$ cat config.mk
export PLATFORM = sky130hd
export DESIGN_NAME = coin_acceptor
export DESIGN_NICKNAME = d
export VERILOG_FILES = /design/src/rtl/coin_acceptor_pkg.sv /design/src/rtl/coin_acceptor_sync2.sv /design/src/rtl/coin_acceptor.sv
export SDC_FILE = /design/constraint.sdc
export NUM_CORES = 1
export LEC_CHECK = 0
export CORE_ASPECT_RATIO = 0.6
export CORE_MARGIN = 1.5
export CORE_UTILIZATION = 45
export DETAILED_ROUTE_END_ITERATION = 10
export GPL_TIMING_DRIVEN = 1
export PLACE_DENSITY_LB_ADDON = 0.2
export SYNTH_ARGS = -nofsm -noshare
export SYNTH_HDL_FRONTEND = slang
export SYNTH_SLANG_ARGS = --single-unit
$ cat constraint.sdc
create_clock -name clk -period 5.02 [get_ports clk]
set_input_delay 1.004 -clock clk [delete_from_list [all_inputs] [get_ports clk]]
set_output_delay 1.004 -clock clk [all_outputs]
set_load 0.05 [all_outputs]
$ cat src/rtl/coin_acceptor_pkg.sv
// Purpose: shared FSM encoding, coin codes/values and default timing for the coin acceptor.
// Latency: n/a (types, constants and a combinational helper only).
// Backpressure: n/a.
package coin_acceptor_pkg;

  typedef enum logic [2:0] {
    ST_IDLE       = 3'd0,
    ST_DEBOUNCE   = 3'd1,
    ST_EMIT       = 3'd2,
    ST_WAIT_CLEAR = 3'd3,
    ST_JAM        = 3'd4
  } state_t;

  // Code driven on {i,j}; 2'b11 is never produced.
  typedef enum logic [1:0] {
    COIN_NONE = 2'b00,
    COIN_5    = 2'b01,
    COIN_10   = 2'b10
  } coin_t;

  localparam int unsigned VAL_5             = 5;
  localparam int unsigned VAL_10            = 10;
  localparam int unsigned DEB_DEFAULT       = 4;
  localparam int unsigned JAM_LIMIT_DEFAULT = 32;

  // 8-bit add that clamps at 255 instead of wrapping.
  function automatic logic [7:0] sat_add(input logic [7:0] a, input logic [7:0] b);
    logic [8:0] s;
    s = {1'b0, a} + {1'b0, b};
    return s[8] ? 8'hFF : s[7:0];
  endfunction

endpackage

$ cat src/rtl/coin_acceptor_sync2.sv
// Purpose: two-flop synchronizer bringing an asynchronous sensor level into the clk domain.
// Latency: 2 clk cycles from first sampling edge to q.
// Backpressure: none; free-running, level in / level out.
//
// Ports: clk - sampling clock; reset - synchronous active-high clear of both flops;
//        d - asynchronous input level; q - synchronized level.
module sync2 (
  input  logic clk,
  input  logic reset,
  input  logic d,
  output logic q
);

  logic meta;

  always_ff @(posedge clk) begin
    if (reset) begin
      meta <= 1'b0;
      q    <= 1'b0;
    end else begin
      meta <= d;
      q    <= meta;
    end
  end

endmodule

$ cat src/rtl/coin_acceptor.sv
// Purpose: debounces two coin sensors, emits a one-cycle coin code, keeps a saturating total, detects jams.
// Latency: raw line first sampled at edge 0 -> code registered at edge DEB+1, cleared at edge DEB+2.
// Backpressure: none; accept_en low turns an accepted coin into a reject pulse, JAM ignores all coins.
//
// Ports: clk, reset (sync active-high); coin5_raw/coin10_raw async sensor levels;
//        accept_en gate for accepting coins; jam_clr one-cycle jam release request;
//        i/j coin code MSB/LSB; reject one-cycle pulse; jam level; total 8-bit running value.
module coin_acceptor
  import coin_acceptor_pkg::*;
#(
  parameter int unsigned DEB       = DEB_DEFAULT,
  parameter int unsigned JAM_LIMIT = JAM_LIMIT_DEFAULT
) (
  input  logic       clk,
  input  logic       reset,
  input  logic       coin5_raw,
  input  logic       coin10_raw,
  input  logic       accept_en,
  input  logic       jam_clr,
  output logic       i,
  output logic       j,
  output logic       reject,
  output logic       jam,
  output logic [7:0] total
);

  localparam logic [3:0] DEB_LAST = 4'(DEB - 1);
  localparam logic [7:0] JAM_LAST = 8'(JAM_LIMIT - 1);

  logic       s5;
  logic       s10;
  state_t     state;
  coin_t      coin;
  logic [3:0] cnt;
  logic [7:0] timer;

  logic       latched_hi;
  logic       other_hi;
  logic [7:0] coin_val;

  sync2 u_sync5 (
    .clk   (clk),
    .reset (reset),
    .d     (coin5_raw),
    .q     (s5)
  );

  sync2 u_sync10 (
    .clk   (clk),
    .reset (reset),
    .d     (coin10_raw),
    .q     (s10)
  );

  // Lines viewed relative to the coin type latched on leaving IDLE.
  always_comb begin
    latched_hi = 1'b0;
    other_hi   = 1'b0;
    coin_val   = 8'(VAL_10);
    if (coin == COIN_5) begin
      latched_hi = s5;
      other_hi   = s10;
      coin_val   = 8'(VAL_5);
    end else begin
      latched_hi = s10;
      other_hi   = s5;
    end
  end

  always_ff @(posedge clk) begin
    if (reset) begin
      state  <= ST_IDLE;
      coin   <= COIN_NONE;
      cnt    <= 4'd0;
      timer  <= 8'd0;
      i      <= 1'b0;
      j      <= 1'b0;
      reject <= 1'b0;
      jam    <= 1'b0;
      total  <= 8'd0;
    end else begin
      // Pulse outputs default low so each is high for at most one cycle.
      i      <= 1'b0;
      j      <= 1'b0;
      reject <= 1'b0;

      case (state)
        ST_IDLE: begin
          if (s5 && s10) begin
            reject <= 1'b1;
            timer  <= 8'd0;
            state  <= ST_WAIT_CLEAR;
          end else if (s5 ^ s10) begin
            coin  <= s5 ? COIN_5 : COIN_10;
            cnt   <= 4'd1;
            state <= ST_DEBOUNCE;
          end
        end

        ST_DEBOUNCE: begin
          if (other_hi) begin
            reject <= 1'b1;
            cnt    <= 4'd0;
            timer  <= 8'd0;
            state  <= ST_WAIT_CLEAR;
          end else if (!latched_hi) begin
            // Glitch: drop silently.
            cnt   <= 4'd0;
            state <= ST_IDLE;
          end else if (cnt == DEB_LAST) begin
            // The EMIT decision is registered on the edge that enters EMIT so
            // the code/reject pulse occupies exactly the EMIT cycle; this is
            // the only place accept_en is looked at.
            cnt   <= 4'd0;
            state <= ST_EMIT;
            if (accept_en) begin
              {i, j} <= coin;
              total  <= sat_add(total, coin_val);
            end else begin
              reject <= 1'b1;
            end
          end else begin
            cnt <= cnt + 4'd1;
          end
        end

        ST_EMIT: begin
          timer <= 8'd0;
          state <= ST_WAIT_CLEAR;
        end

        ST_WAIT_CLEAR: begin
          if (!s5 && !s10) begin
            timer <= 8'd0;
            state <= ST_IDLE;
          end else if (timer == JAM_LAST) begin
            // This edge is the JAM_LIMIT-th cycle since entry.
            timer <= 8'd0;
            jam   <= 1'b1;
            state <= ST_JAM;
          end else begin
            timer <= timer + 8'd1;
          end
        end

        ST_JAM: begin
          if (jam_clr && !s5 && !s10) begin
            jam   <= 1'b0;
            state <= ST_IDLE;
          end
        end

        default: begin
          state <= ST_IDLE;
        end
      endcase
    end
  end

endmodule

==> out/metrics.csv, run 1 <==
metric;value;unit
placed insts;266;
RSZ-0062 raised after global routing;false;
Leak;0.729;nW
Worst EP required;4.02;ns
Layout area overhead;18.0;%
Post-layout nets;240;
power density over the cells;272;nW/um^2
max-cap check violation count;0;
worst-path maximum fanout;7;
register area share after synthesis;37.1;%
Period minus WS final;2.66;ns
Post-synth EDFFs;0;
commonest non-fill, non-tap cell in the layout;dfxtp_1;
first-pass GRT wire length;6310;um
clock root buffer;clkbuf_8;
#FFs+latches synth;33;
number of global-route vias before repair;1297;
drt pass-1 iters;4;
utilization after layout;56.5;%
# DRC;0;
Die Area;4360;um^2
Syn Inst Count;208;
status;finished clean;
FFs w/ async S/R, synth;0;%
DR vias;1543;
CP Launch Type;flip-flop;
Rel. slew slack;45.9;%
ratio of cells with drive above 1 in the final layout;7.49;%
Critical Path Max Stage Delay;0.86;ns
Post-DP HPWL;2740;um
CP arrival;1.65;ns
worst hold slack;0.438;ns
synth warn;0;
crit path kind;flip-flop to output port;
die width;84.2;um
FP Rows;17;
largest net degree at the start of global routing;36;
Total Routing Usage GR;18.8;%
ANT nets after route;0;
total gr overflow;0;
die height;51.7;um
PostCTS Resize Cnt;0;
setup_tns;0;ns
Crit-path slowest cell;clkdlybuf4s50_1;
Peak VDD IR;161;uV
n_diodes;0;
post-CTS setup buffer count;0;
CTS tree;done;
core area;3720;um^2
Initial Utilization;47.9;%
Hold Vio Cnt, Final;0;
Post-Syn Area per Cell;8.57;um^2
Netlist cell types;49;
Non-Filler Instances;274;
worst slack at placement;2.44;ns
hold path depth;1;
Clock Tree Buf Depth;2;
hold buffers post-CTS;0;
worst hold path class;flip-flop to flip-flop;
fmax;0.376;GHz
r2r worst-path depth;8;
total wire length;3860;um
Setup WS post-layout;2.36;ns
1st-iter DRT viols;153;
CP bufs+invs;1;
CTS H-Tree Depth;2;
Worst Clk Skew;0.00890;ns
antenna violations before repair;0;
Tightest Pin Transition;0.806;ns
# IOs;18;
Crit. End Element;output port;
TritonCTS buffer count;5;
Worst-path clk slew;0.08;ns
Final Setup Violations;0;
CP cell instances;clkdlybuf4s50_1;
Syn Nets;222;
gpl congestion;0.825;
Worst-Skew Late Latency;0.29;ns
Synth Cell Area;1780;um^2
critical path depth;1;
most frequent cells in the layout;33 x dfxtp_1, 22 x nor2_1, 19 x a21oi_1;
Tcrit/Tclk final;53.0;%
Crit path max-delay family;buffers and inverters;
Vias/cell;5.63;
WL/cell;14.1;um
Synth Flop Type;dfxtp_1;
max-slew violation count;0;
TritonCTS Sinks;33;
port bufs;17;
-- layer usage --
layer	share of wire [%]	wire [um]	vias to the layer above	track usage, %
met5	0	0	-	0
met4	0.99	38	0	5.74
met3	6.8	264	7	5.40
met2	34	1310	46	21.6
met1	58	2240	685	31.0
li1	-	-	805	-
-- cells by family after synthesis --
logic type | after synthesis | synth area share, %
muxes | 6 | 3.44
buffers and inverters | 17 | 3.93
adders and majority gates | 8 | 5.62
xor gates and xnor gates | 5 | 2.46
DFF | 33 | 37.1
and+or+nand+nor | 87 | 27.1
AOI/OAI and AO/OA | 52 | 20.4
-- cell type report --
class	count	area [um^2]
clock inverter	3	46.3
sequential	33	661
multi-input combinational	158	1050
tap	47	58.8
inverter	10	40.0
clock buffer	5	68.8
fill	346	1620
timing repair buffer	18	178
-- state kept, by name, indices dropped and copies added, names as in the netlist --
name,flops
jam,1
u_sync10.q,1
u_sync10.meta,1
reject,1
j,1
total,8
u_sync5.q,1
cnt,4
i,1
state,3
coin,2
timer,8
u_sync5.meta,1
-- power by group --
group,internal (mW),switching (mW),leakage [nW]
combinational,0.0179,0.0233,0.407
clock,0.149,0.107,0.0543
sequential,0.267,0.00783,0.267
-- through the flow --
step | power (mW) | area (um^2)
after floorplan | 0.310 | 1780
after global placement | 0.322 | 1990
after detailed placement | 0.322 | 1990
after CTS | 0.575 | 2100
after global routing | 0.593 | 2100
final | 0.571 | 2100
-- worst paths after layout --
check / startpoint / endpoint / slack, ns
min: u_sync10.meta / u_sync10.q / 0.44
min reg2reg: u_sync10.meta / u_sync10.q / 0.44
max: total[1] / total[1] / 2.36
max reg2reg: coin[1] / total[6] / 2.56
-- synth_stat cells, types with 2 or more instances --
master / count / area, um^2
and2_1: 3 / 18.8
nand2b_1: 2 / 12.5
ha_1: 8 / 100
a311oi_1: 9 / 78.8
xor2_1: 4 / 35.0
or3_1: 2 / 12.5
nor2b_1: 6 / 37.5
a31oi_1: 3 / 18.8
o21ai_0: 6 / 30.0
nand4_1: 2 / 12.5
clkbuf_1: 4 / 15.0
nor3_1: 10 / 50.1
buf_2: 3 / 15.0
a211oi_1: 5 / 37.5
nor3b_1: 3 / 22.5
mux2i_1: 5 / 50.1
nand2_1: 11 / 41.3
inv_1: 9 / 33.8
nor4_1: 2 / 12.5
nand3_1: 7 / 35.0
nand3b_1: 3 / 22.5
a41oi_1: 2 / 17.5
nor2_1: 22 / 82.6
a21o_1: 2 / 15.0
a21oi_1: 19 / 95.1
dfxtp_1: 33 / 661
No activity file was read; power rests on OpenSTA's default activity.
==> inputs of run 2 (changes only) <==
==> constraint.sdc (replaced) <==
create_clock -name clk -period 2.7 [get_ports clk]
set_input_delay 0.54 -clock clk [delete_from_list [all_inputs] [get_ports clk]]
set_output_delay 0.54 -clock clk [all_outputs]
set_load 0.05 [all_outputs]
==> run 2 against run 1 <==
Effect of this change: die area is the same; largest cell class unchanged; critical endpoint is now total[0]; first-iteration DRC count shrank 12%; wire length grew 3.4%; non-clock buffer count grew 5; combinational power grew 110%; clock skew shrank 0.0021 ns; critical path depth grew 8; utilization grew 0.24 points; clock-buffer cell count is the same.
==> out/metrics.csv, run 2 (same netlist as run 1, synthesis figures left out) <==
metric;value;unit
power density over the cells;451;nW/um^2
most frequent cells in the layout;33 x dfxtp_1, 22 x nor2_1, 19 x a21oi_1;
worst hold slack;0.441;ns
worst slack at placement;0.493;ns
Post-DP HPWL;2940;um
hold path depth;1;
Post-layout nets;245;
Hold Vio Cnt, Final;0;
ANT nets after route;0;
drt pass-1 iters;4;
first-pass GRT wire length;6540;um
gpl congestion;0.855;
Total Routing Usage GR;19.5;%
DR vias;1560;
worst hold path class;flip-flop to flip-flop;
Period minus WS final;2.27;ns
status;finished clean;
Die Area;4360;um^2
Initial Utilization;47.9;%
WL/cell;14.3;um
Rel. slew slack;54.4;%
die height;51.7;um
Vias/cell;5.59;
clock root buffer;clkbuf_8;
port bufs;17;
Top Registers;timer x8, total x8, cnt x4;
core area;3720;um^2
ratio of cells with drive above 1 in the final layout;9.48;%
total gr overflow;0;
FP Rows;17;
setup_tns;0;ns
max-cap check violation count;0;
crit path kind;flip-flop to flip-flop;
CP arrival;2.43;ns
hold buffers post-CTS;0;
die width;84.2;um
Tcrit/Tclk final;84.0;%
Final Setup Violations;0;
largest net degree at the start of global routing;17;
Tightest Pin Transition;0.684;ns
r2r worst-path depth;9;
n_diodes;0;
worst-path maximum fanout;10;
TritonCTS Sinks;33;
RSZ-0062 raised after global routing;false;
antenna violations before repair;0;
Worst Clk Skew;0.00684;ns
CTS H-Tree Depth;2;
# DRC;0;
placed insts;271;
Layout area overhead;18.5;%
CTS tree;done;
Setup WS post-layout;0.433;ns
Non-Filler Instances;279;
max-slew violation count;0;
Clock Tree Buf Depth;2;
Worst-Skew Late Latency;0.29;ns
Worst-path clk slew;0.07;ns
number of global-route vias before repair;1343;
TritonCTS buffer count;5;
Peak VDD IR;279;uV
fmax;0.441;GHz
Leak;0.744;nW
PostCTS Resize Cnt;0;
# IOs;18;
Crit. End Element;flip-flop;
CP Launch Type;flip-flop;
total wire length;3990;um
# fillers;343;
commonest non-fill, non-tap cell in the layout;dfxtp_1;
1st-iter DRT viols;135;
Worst EP required;2.86;ns
post-CTS setup buffer count;0;
[run 2: cell count changes in the layout (fill, tap and decap cells not counted), sizes merged]
cell	change
buf	+5
bufinv	-1
clkinv	+1
[run 2: area by class of cell]
type / count / area [um^2] / area share [%]
multi-input cells: 158 / 1050 / 49.8
inverters: 10 / 40.0 / 1.90
well taps: 47 / 58.8 / 2.78
flip-flops and latches: 33 / 661 / 31.3
repair buffers: 23 / 215 / 10.2
clock buffers: 5 / 68.8 / 3.26
clock inverters: 3 / 17.5 / 0.829
[run 2: per-layer routing]
metal  global-route usage [%]  wire length [um]  vias up
met4                     8.20                50        0
met1                     31.7              2400      697
met5                        0                 0        -
li1                         -                 -      814
met2                     22.4              1300       44
met3                     5.40               237        5
[run 2: final timing paths]
check	from	end	slack, ns
max	coin[1]	total[0]	0.43
min	u_sync10.meta	u_sync10.q	0.44
max reg2reg	coin[1]	total[0]	0.43
min reg2reg	u_sync10.meta	u_sync10.q	0.44
[run 2: stage by stage]
stage / utilization, % / instance area, um^2 / total power, mW
after floorplan: - / 1780 / 0.576
after global placement: 54.4 / 2030 / 0.603
after detailed placement: 54.4 / 2030 / 0.603
after CTS: 56.7 / 2110 / 0.963
after global routing: 56.7 / 2110 / 0.987
final: 56.7 / 2110 / 0.953
[run 2: critical path, cell delays in order, from the launching register on]
cell      delay, ns
dfxtp_1        0.38
and2b_2        0.29
inv_4          0.14
ha_1           0.28
nand3b_1       0.10
a21oi_1        0.06
a311oi_1       0.33
buf_4          0.20
nand3b_1       0.24
a21oi_1        0.11
[run 2: power by group]
group / internal [mW] / leakage (nW) / switching, mW
registers: 0.496 / 0.267 / 0.0104
logic: 0.0369 / 0.433 / 0.0500
clock network: 0.178 / 0.0439 / 0.182
